## config.mk

```make
export PLATFORM = sky130hd
export DESIGN_NAME = am_bip_err_scheduler
export DESIGN_NICKNAME = d
export VERILOG_FILES = /design/src/rtl/am_bip_err_scheduler.sv
export SDC_FILE = /design/constraint.sdc
export NUM_CORES = 2
export LEC_CHECK = 0
export CORE_ASPECT_RATIO = 1.2
export CORE_MARGIN = 5
export CORE_UTILIZATION = 35
export DETAILED_ROUTE_END_ITERATION = 6
export DONT_BUFFER_PORTS = 1
export HOLD_SLACK_MARGIN = 0.05
export PLACE_DENSITY = 0.48
export SLEW_MARGIN = 20
export SYNTH_ARGS = -nofsm -noshare
export SYNTH_HDL_FRONTEND = slang
export SYNTH_SLANG_ARGS = --single-unit
```

## constraint.sdc

```tcl
create_clock -name i_clock -period 6.9 [get_ports i_clock]
set_input_delay 1.035 -clock i_clock [delete_from_list [all_inputs] [get_ports i_clock]]
set_output_delay 1.035 -clock i_clock [all_outputs]
set_load 0.01 [all_outputs]
```

## src/rtl/am_bip_err_scheduler.sv

```systemverilog
// Round-robin shared BIP error counter for all PCS lanes, with management read/clear.
// Optional AM_BIP_SCHED_TOTAL_EN adds a saturating all-lane error total output.
module am_bip_err_scheduler #(
   parameter int NB_LANES   = 20,
   parameter int NB_BIP     = 8,
   parameter int NB_COUNTER = 16,
   parameter int NB_LANE_ID = $clog2(NB_LANES)
) (
   input  logic                         i_clock,
   input  logic                         i_reset,
   input  logic [NB_LANES-1:0]          i_am_req,
   input  logic [NB_LANES*NB_BIP-1:0]   i_recived_bip,
   input  logic [NB_LANES*NB_BIP-1:0]   i_calculated_bip,
   output logic [NB_LANES-1:0]          o_am_grant,
   input  logic                         i_rd_req,
   input  logic [NB_LANE_ID-1:0]        i_rd_lane,
   input  logic                         i_rd_clear,
   output logic                         o_rd_valid,
   output logic [NB_COUNTER-1:0]        o_rd_count,
   output logic                         o_rd_sat,
   output logic                         o_rd_err
`ifdef AM_BIP_SCHED_TOTAL_EN
   ,
   output logic [NB_COUNTER+NB_LANE_ID-1:0] o_total_errors
`endif
);

   localparam int NB_POP = $clog2(NB_BIP+1);
   localparam int NB_SUM = NB_COUNTER+1;
   localparam int IDW    = NB_LANE_ID+1;
   localparam logic [IDW-1:0] NL_W = IDW'(NB_LANES);

   function automatic logic [NB_POP-1:0] popcnt(input logic [NB_BIP-1:0] v);
      popcnt = '0;
      for (int b = 0; b < NB_BIP; b++) begin
         popcnt = popcnt + NB_POP'(v[b]);
      end
   endfunction

   logic [NB_LANE_ID-1:0] ptr_q, ptr_d;
   logic [NB_LANES-1:0]   grant_q, grant_d;
   logic                  s1_vld_q, s1_vld_d;
   logic [NB_LANE_ID-1:0] s1_lane_q, s1_lane_d;
   logic [NB_BIP-1:0]     s1_xor_q, s1_xor_d;
   logic [NB_COUNTER-1:0] cnt_q [NB_LANES];
   logic [NB_COUNTER-1:0] cnt_d [NB_LANES];
   logic [NB_LANES-1:0]   sat_q, sat_d;
   logic                  rd_valid_q;
   logic [NB_COUNTER-1:0] rd_count_q;
   logic                  rd_sat_q;
   logic                  rd_err_q;

   logic [NB_LANES-1:0]   req_m;
   logic                  win_vld;
   logic [NB_LANE_ID-1:0] win_idx;
   logic [IDW-1:0]        idx;
   logic                  rd_ok;
   logic [NB_POP-1:0]     inc;

   // Scan downward so the nearest lane after the pointer is the last to win.
   always_comb begin
      req_m   = i_am_req & ~grant_q;
      win_vld = 1'b0;
      win_idx = '0;
      idx     = '0;
      for (int i = NB_LANES; i >= 1; i--) begin
         idx = {1'b0, ptr_q} + IDW'(i);
         if (idx >= NL_W) idx = idx - NL_W;
         if (req_m[idx[NB_LANE_ID-1:0]]) begin
            win_vld = 1'b1;
            win_idx = idx[NB_LANE_ID-1:0];
         end
      end
   end

   always_comb begin
      grant_d = '0;
      if (win_vld) grant_d[win_idx] = 1'b1;
      ptr_d     = win_vld ? win_idx : ptr_q;
      s1_vld_d  = win_vld;
      s1_lane_d = win_idx;
      s1_xor_d  = i_recived_bip[int'(win_idx)*NB_BIP +: NB_BIP]
                ^ i_calculated_bip[int'(win_idx)*NB_BIP +: NB_BIP];
   end

   assign rd_ok = i_rd_req && (int'(i_rd_lane) < NB_LANES);
   assign inc   = popcnt(s1_xor_q);

   // A clear and an update in the same cycle: the increment lands on zero.
   always_comb begin
      logic                  clr;
      logic [NB_COUNTER-1:0] base;
      logic                  base_sat;
      logic [NB_SUM-1:0]     sum;
      clr      = 1'b0;
      base     = '0;
      base_sat = 1'b0;
      sum      = '0;
      sat_d    = sat_q;
      for (int k = 0; k < NB_LANES; k++) begin
         clr      = rd_ok && i_rd_clear && (int'(i_rd_lane) == k);
         base     = clr ? '0 : cnt_q[k];
         base_sat = clr ? 1'b0 : sat_q[k];
         cnt_d[k] = base;
         sat_d[k] = base_sat;
         if (s1_vld_q && (int'(s1_lane_q) == k)) begin
            sum = {1'b0, base} + NB_SUM'(inc);
            if (sum[NB_COUNTER]) begin
               cnt_d[k] = '1;
               sat_d[k] = 1'b1;
            end else begin
               cnt_d[k] = sum[NB_COUNTER-1:0];
            end
         end
      end
   end

   always_ff @(posedge i_clock) begin
      if (i_reset) begin
         ptr_q      <= NB_LANE_ID'(NB_LANES-1);
         grant_q    <= '0;
         s1_vld_q   <= 1'b0;
         s1_lane_q  <= '0;
         s1_xor_q   <= '0;
         sat_q      <= '0;
         rd_valid_q <= 1'b0;
         rd_count_q <= '0;
         rd_sat_q   <= 1'b0;
         rd_err_q   <= 1'b0;
         for (int k = 0; k < NB_LANES; k++) cnt_q[k] <= '0;
      end else begin
         ptr_q      <= ptr_d;
         grant_q    <= grant_d;
         s1_vld_q   <= s1_vld_d;
         s1_lane_q  <= s1_lane_d;
         s1_xor_q   <= s1_xor_d;
         sat_q      <= sat_d;
         rd_valid_q <= i_rd_req;
         for (int k = 0; k < NB_LANES; k++) cnt_q[k] <= cnt_d[k];
         if (i_rd_req) begin
            if (rd_ok) begin
               rd_count_q <= cnt_q[i_rd_lane];
               rd_sat_q   <= sat_q[i_rd_lane];
               rd_err_q   <= 1'b0;
            end else begin
               rd_count_q <= '0;
               rd_sat_q   <= 1'b0;
               rd_err_q   <= 1'b1;
            end
         end
      end
   end

   assign o_am_grant = grant_q;
   assign o_rd_valid = rd_valid_q;
   assign o_rd_count = rd_count_q;
   assign o_rd_sat   = rd_sat_q;
   assign o_rd_err   = rd_err_q;

`ifdef AM_BIP_SCHED_TOTAL_EN
   localparam int NB_TOT  = NB_COUNTER+NB_LANE_ID;
   localparam int NB_TOT1 = NB_TOT+1;

   logic [NB_TOT-1:0] tot_q, tot_d;
   logic [NB_TOT:0]   tot_sum;

   always_comb begin
      tot_sum = {1'b0, tot_q} + NB_TOT1'(inc);
      tot_d   = tot_q;
      if (s1_vld_q) tot_d = tot_sum[NB_TOT] ? '1 : tot_sum[NB_TOT-1:0];
   end

   always_ff @(posedge i_clock) begin
      if (i_reset) tot_q <= '0;
      else         tot_q <= tot_d;
   end

   assign o_total_errors = tot_q;
`endif

endmodule

```

Word level (Yosys, flattened, before mapping)
Memories as Yosys holds them, arrays and structs flattened. Cells that the tools add are included.

Bitwise logic cells: 24. $add $sub $neg: 67. Eq/ne operators: 38. Multiplexer cells: 250. Reductions and logical operators: 46. Magnitude comparators: 44. Shifts and indexed selects: 2.

Operators with widths (number): two-way mux 16 bit (81); adder 16 x 4 -> 17 bit (20); indexed part select 160 x 9 -> 8 bit (2); two-way mux 5 bit (40); < comparator 5 x 6 -> 1 bit (second input constant) (22); == test 5 bit (second input constant) (24); greater-or-equal comparator 6 x 5 -> 1 bit (second input constant) (20); two-way mux 1 bit (107); binary-select mux 1 bit (select 5 bit) (21); subtractor 5 bit (second input constant) (20); adder 5 x 4 -> 6 bit (second input constant) (8); logical AND 1 bit (43); == test 5 x 4 -> 1 bit (second input constant) (8); adder 5 x 5 -> 6 bit (second input constant) (5); adder 5 x 3 -> 6 bit (second input constant) (4); bitwise AND 20 bit (1); == test 5 x 3 -> 1 bit (second input constant) (4); NOT 20 bit (1); OR 1 bit (20); adder 4 x 1 -> 4 bit (4); adder 5 x 2 -> 6 bit (second input constant) (2); == test 5 x 2 -> 1 bit (second input constant) (2); logical NOT 5 bit (2); bitwise XOR 8 bit (1); other kinds (9) (9).

Word-level logic and storage cells: 482. Output and inout bits: 39. Memories kept: 1. RAM bits: 320. Input bits: 349. Register bits after elaboration: 78.

Memories: cnt_q (words 20, width 16, rd ports 21, clocked after Yosys merged registers in 0, wr ports 20, line 45) `logic [NB_COUNTER-1:0] cnt_q [NB_LANES];`.

Longest topological paths before layout
Depth after elaboration: 29. Mapped depth: 29. Mapped depth without buffers: 22.

Least setup slack after synthesis
OpenSTA, ideal clock, no wires.

Kind: register to register. Start point: register ptr_q[1]. End point: register s1_xor_q[2]. Data arrival time: 5.894 ns. Required time: 6.797 ns. Cell stages (with the launch flop): 28. Slack: 0.902 ns. Setup time: 0.103 ns. Buffers on the path: 6. Clock period less this slack: 5.998 ns. Cell sequence: dfxtp_1 -> buf_2 -> inv_2 -> buf_2 -> ha_1 -> buf_2 -> xnor2_1 -> inv_1 -> buf_1 -> ha_1 -> a21bo_2 -> a221oi_4 -> xnor2_1 -> mux2i_1 -> a2bb2oi_2 -> a211o_1 -> a21oi_1 -> a2111o_1 -> a222oi_1 -> or2_1 -> buf_4 -> buf_6 -> mux2_2 -> a221oi_1 -> a2bb2oi_1 -> o221ai_2 -> nor3_1 -> a2111oi_2.

Word-level cells in the longest chain between the ends: 27. Elaborated cells between the ends (all ways): 143. Those cells by class: add/sub: 40; order compare: 20; shift: 2; mux: 80; bitwise: 1.

Ends and longest elaborated chain: from (decl) (line 40) `logic [NB_LANE_ID-1:0] ptr_q, ptr_d;`; from (signal assigned) (line 120) `ptr_q <= NB_LANE_ID'(NB_LANES-1);`; from (signal assigned) (line 132) `ptr_q <= ptr_d;`; adder 5 x 5 -> 6 bit (line 67) `idx = {1'b0, ptr_q} + IDW'(i);`; subtractor 5 bit / greater-or-equal comparator 6 x 5 -> 1 bit (equally long branches) (line 68) `if (idx >= NL_W) idx = idx - NL_W;`; two-way mux 5 bit (line 68); binary-select mux 1 bit (select 5 bit) (line 69) `if (req_m[idx[NB_LANE_ID-1:0]]) begin`; two-way mux 1 bit (implied by the code) (line 69); two-way mux 5 bit (19 in series) (line 69); two-way mux 5 bit * (line 69); indexed part select 160 x 9 -> 8 bit (on tied branches) (line 82, 83); bitwise XOR 8 bit * (line 83) `^ i_calculated_bip[int'(win_idx)*NB_BIP +: NB_BIP];`; to (signal assigned) (line 136) `s1_xor_q <= s1_xor_d;`; to (decl) (line 44) `logic [NB_BIP-1:0] s1_xor_q, s1_xor_d;`.

Every way passes the cells marked *; elsewhere a longest branch is shown, timed or not. The select of a mux whose other input is x is not followed. A chain may end at the register's enable or synchronous reset.

Worst setup path after layout
Start point: register ptr_q[0]. End point: register s1_xor_q[6].

Same word-level chain as after synthesis.

==> summary.txt <==
normalized max-slew margin: -0.4621
Avg Vias per Cell: 5.719
Seq/Total Area, Yosys: 0.2449
Synth Warn #: 0
ys flop type: dfxtp_1
crit path DAT: 7.10 ns
Final Wtd Congestion: 0.9629
Avg Cell Area, Syn: 8.292 sq um
Max Buffers Root-to-Sink: 3
first-pass GRT wire length: 182.7 mm
core footprint: 0.09220 sq mm
share of cells above drive strength 1: 0.1211
Yosys cell types: 110
Period minus WS final: 6.673 ns
max-slew violation count: 250
std cell rows: 122
I/O pins: 388
failing checks: slew limit
drt first pass iters: 6
most frequent cells after synthesis: nand2_1 (550), dfxtp_1 (398), a21oi_1 (377)
Slew @ Worst Pin: 2.193 ns
# Post-CTS Setup Buffers: 0
Mapped Cells: 3,924
area leader, netlist: dfxtp_1
post-synth net total: 4,424
Setup crit end kind: flop
Final ANT Viol Nets: 0
final setup fails: 0
Peak Freq: 149.9 MHz
vias in the first global route: 28,433
CP required: 7.33 ns
die footprint: 0.09918 sq mm
final net count: 4,376
Die W: 288.3 microns
die outline height: 344.0 microns
Seq. cell area: 0.007970 sq mm
post-synthesis instance area: 0.03254 sq mm
Hold WC Path Type: flop to flop
#FFs+latches synth: 398
largest cells by area after synthesis: dfxtp_1 (24%), mux4_2 (9.3%), nand2_1 (6.3%), a21oi_1 (5.8%), mux2i_1 (5.6%)
Clk pin slew, worst setup/hold paths: 0.07 ns
PortBufs: 0
Fill cells: 9,545
clk_lat worst skew: 0.62 ns
routed wire length: 123.1 mm
fin util: 0.3878
dpl hpwl: 95.75 mm
vias: 29,554
WHS: 0.4527 ns
critical path class: flop to flop
Avg WL per Cell: 23.82 microns
CTS tree: yes
Post-synth EDFFs: 0
post-synth top area share: 0.2449
gr ovfl total: 0
Initial Utilization: 0.3529
Area growth, synth to finish: 9.902%
critical-path maximum fanout: 20
async set-reset flop share out of synthesis: 0
top-count cell post-synth: nand2_1
clock sink count: 398
multi-input gate area in the final layout: 0.02305 sq mm
Num CTS Buffers: 50
Fin. Hold Viols: 0
Sum Neg Setup Slack: 0 ns
Total GRT Usage: 0.2385
max-cap violations: 0
hold-fix buffer count after cts: 0
largest net degree at the start of global routing: 380
H-tree depth: 2
Initial DRC Count: 2,284
initial antenna violation count: 16
Startpoint Class: flop
Worst Skew: 0.01792 ns
status: finished, violations left
CTS resizes: 0
Remaining DRCs: 0
RSZ-0062 raised after global routing: false
CTS root buf: clkbuf_16
period utilization: 0.9671
-- through the flow --
step           setup slack [ns]  instance area, sq um  instances
3_3_place_gp             0.3631                 33990       5064
6_report                 0.2271                 35760       5168
5_1_grt                 0.01869                 35750       5166
4_1_cts                  0.2977                 35710       5155
3_5_place_dp             0.3790                 33990       5064
2_1_floorplan            0.9022                 32540       3924
-- flip-flops by register name, indices dropped and copies added (netlist names), 5 cells and up --
name,cells
cnt_q,320
o_am_grant,20
o_rd_count,16
ptr_q,5
s1_lane_q,5
s1_xor_q,8
sat_q,20
-- cells by family after synthesis --
group,after synthesis,synth area share
compound gates,884,0.1812
fa+ha+maj,151,0.06384
xor+xnor,253,0.07007
simple gates,1502,0.2226
flops,398,0.2449
mux,371,0.1688
buf+inv,365,0.04861
-- per-layer routing --
| metal | GRT usage | wire length (microns) |
|---|---|---|
| met4 | 0.1145 | 6339 |
| met3 | 0.04111 | 6896 |
| met1 | 0.2996 | 51340 |
| met5 | 0 | 13 |
| met2 | 0.3976 | 58490 |
-- final cells by class --
type	count	area share
Antenna cell	13	0.0009098
Clock buffer	71	0.04146
Clock inverter	20	0.006613
Inverter	155	0.01627
Multi-Input combinational cell	3161	0.6447
Sequential cell	398	0.2229
Tap cell	1240	0.04339
Timing Repair Buffer	110	0.02379
-- worst paths after layout --
path | start | endpoint | slack (ns) | cells after the start
worst max-delay path | ptr_q[0] | s1_xor_q[6] | 0.23 | 20
worst min-delay path | sat_q[7] | sat_q[7] | 0.45 | 2
worst min register to register | sat_q[7] | sat_q[7] | 0.45 | 2
worst max register to register | ptr_q[0] | s1_xor_q[6] | 0.23 | 20
-- worst max-delay path, cell delays in order, from the launching register on --
cell       delay [ns]
dfxtp_2          0.58
inv_2            0.07
buf_4            0.23
ha_1             0.45
inv_2            0.31
mux4_2           0.70
nor2_1           0.16
a211oi_2         0.06
nor4_2           0.63
o21ai_0          0.33
a2111oi_0        0.54
nor4_1           0.13
o211a_1          0.15
a211oi_2         0.30
buf_4            0.23
and2_1           0.25
nand2_1          0.30
o22ai_1          0.57
a21oi_1          0.13
nor3_1           0.25
a2111oi_2        0.08
-- cell usage in the layout (no fill, tap or decap), types with 20 or more instances in the layout --
cell,instances
nand3_1,124
and3_1,78
buf_4,108
nor3_1,103
mux2i_1,182
xnor2_1,159
nor3b_1,24
and2_1,52
fa_1,24
clkbuf_16,52
ha_1,126
a221oi_1,59
o21ai_0,51
dfxtp_1,396
inv_1,145
nand2_1,550
nor2_1,313
nand4_1,33
a31oi_1,31
mux2_2,46
a21o_1,49
nand2b_1,56
mux4_2,135
nor2b_1,38
o21a_1,20
a211oi_1,59
xor2_1,85
a21oi_1,377
o22ai_1,24
Power is not shown: default switching activity piles up to over one toggle a cycle in this logic, so the estimate is an artifact.
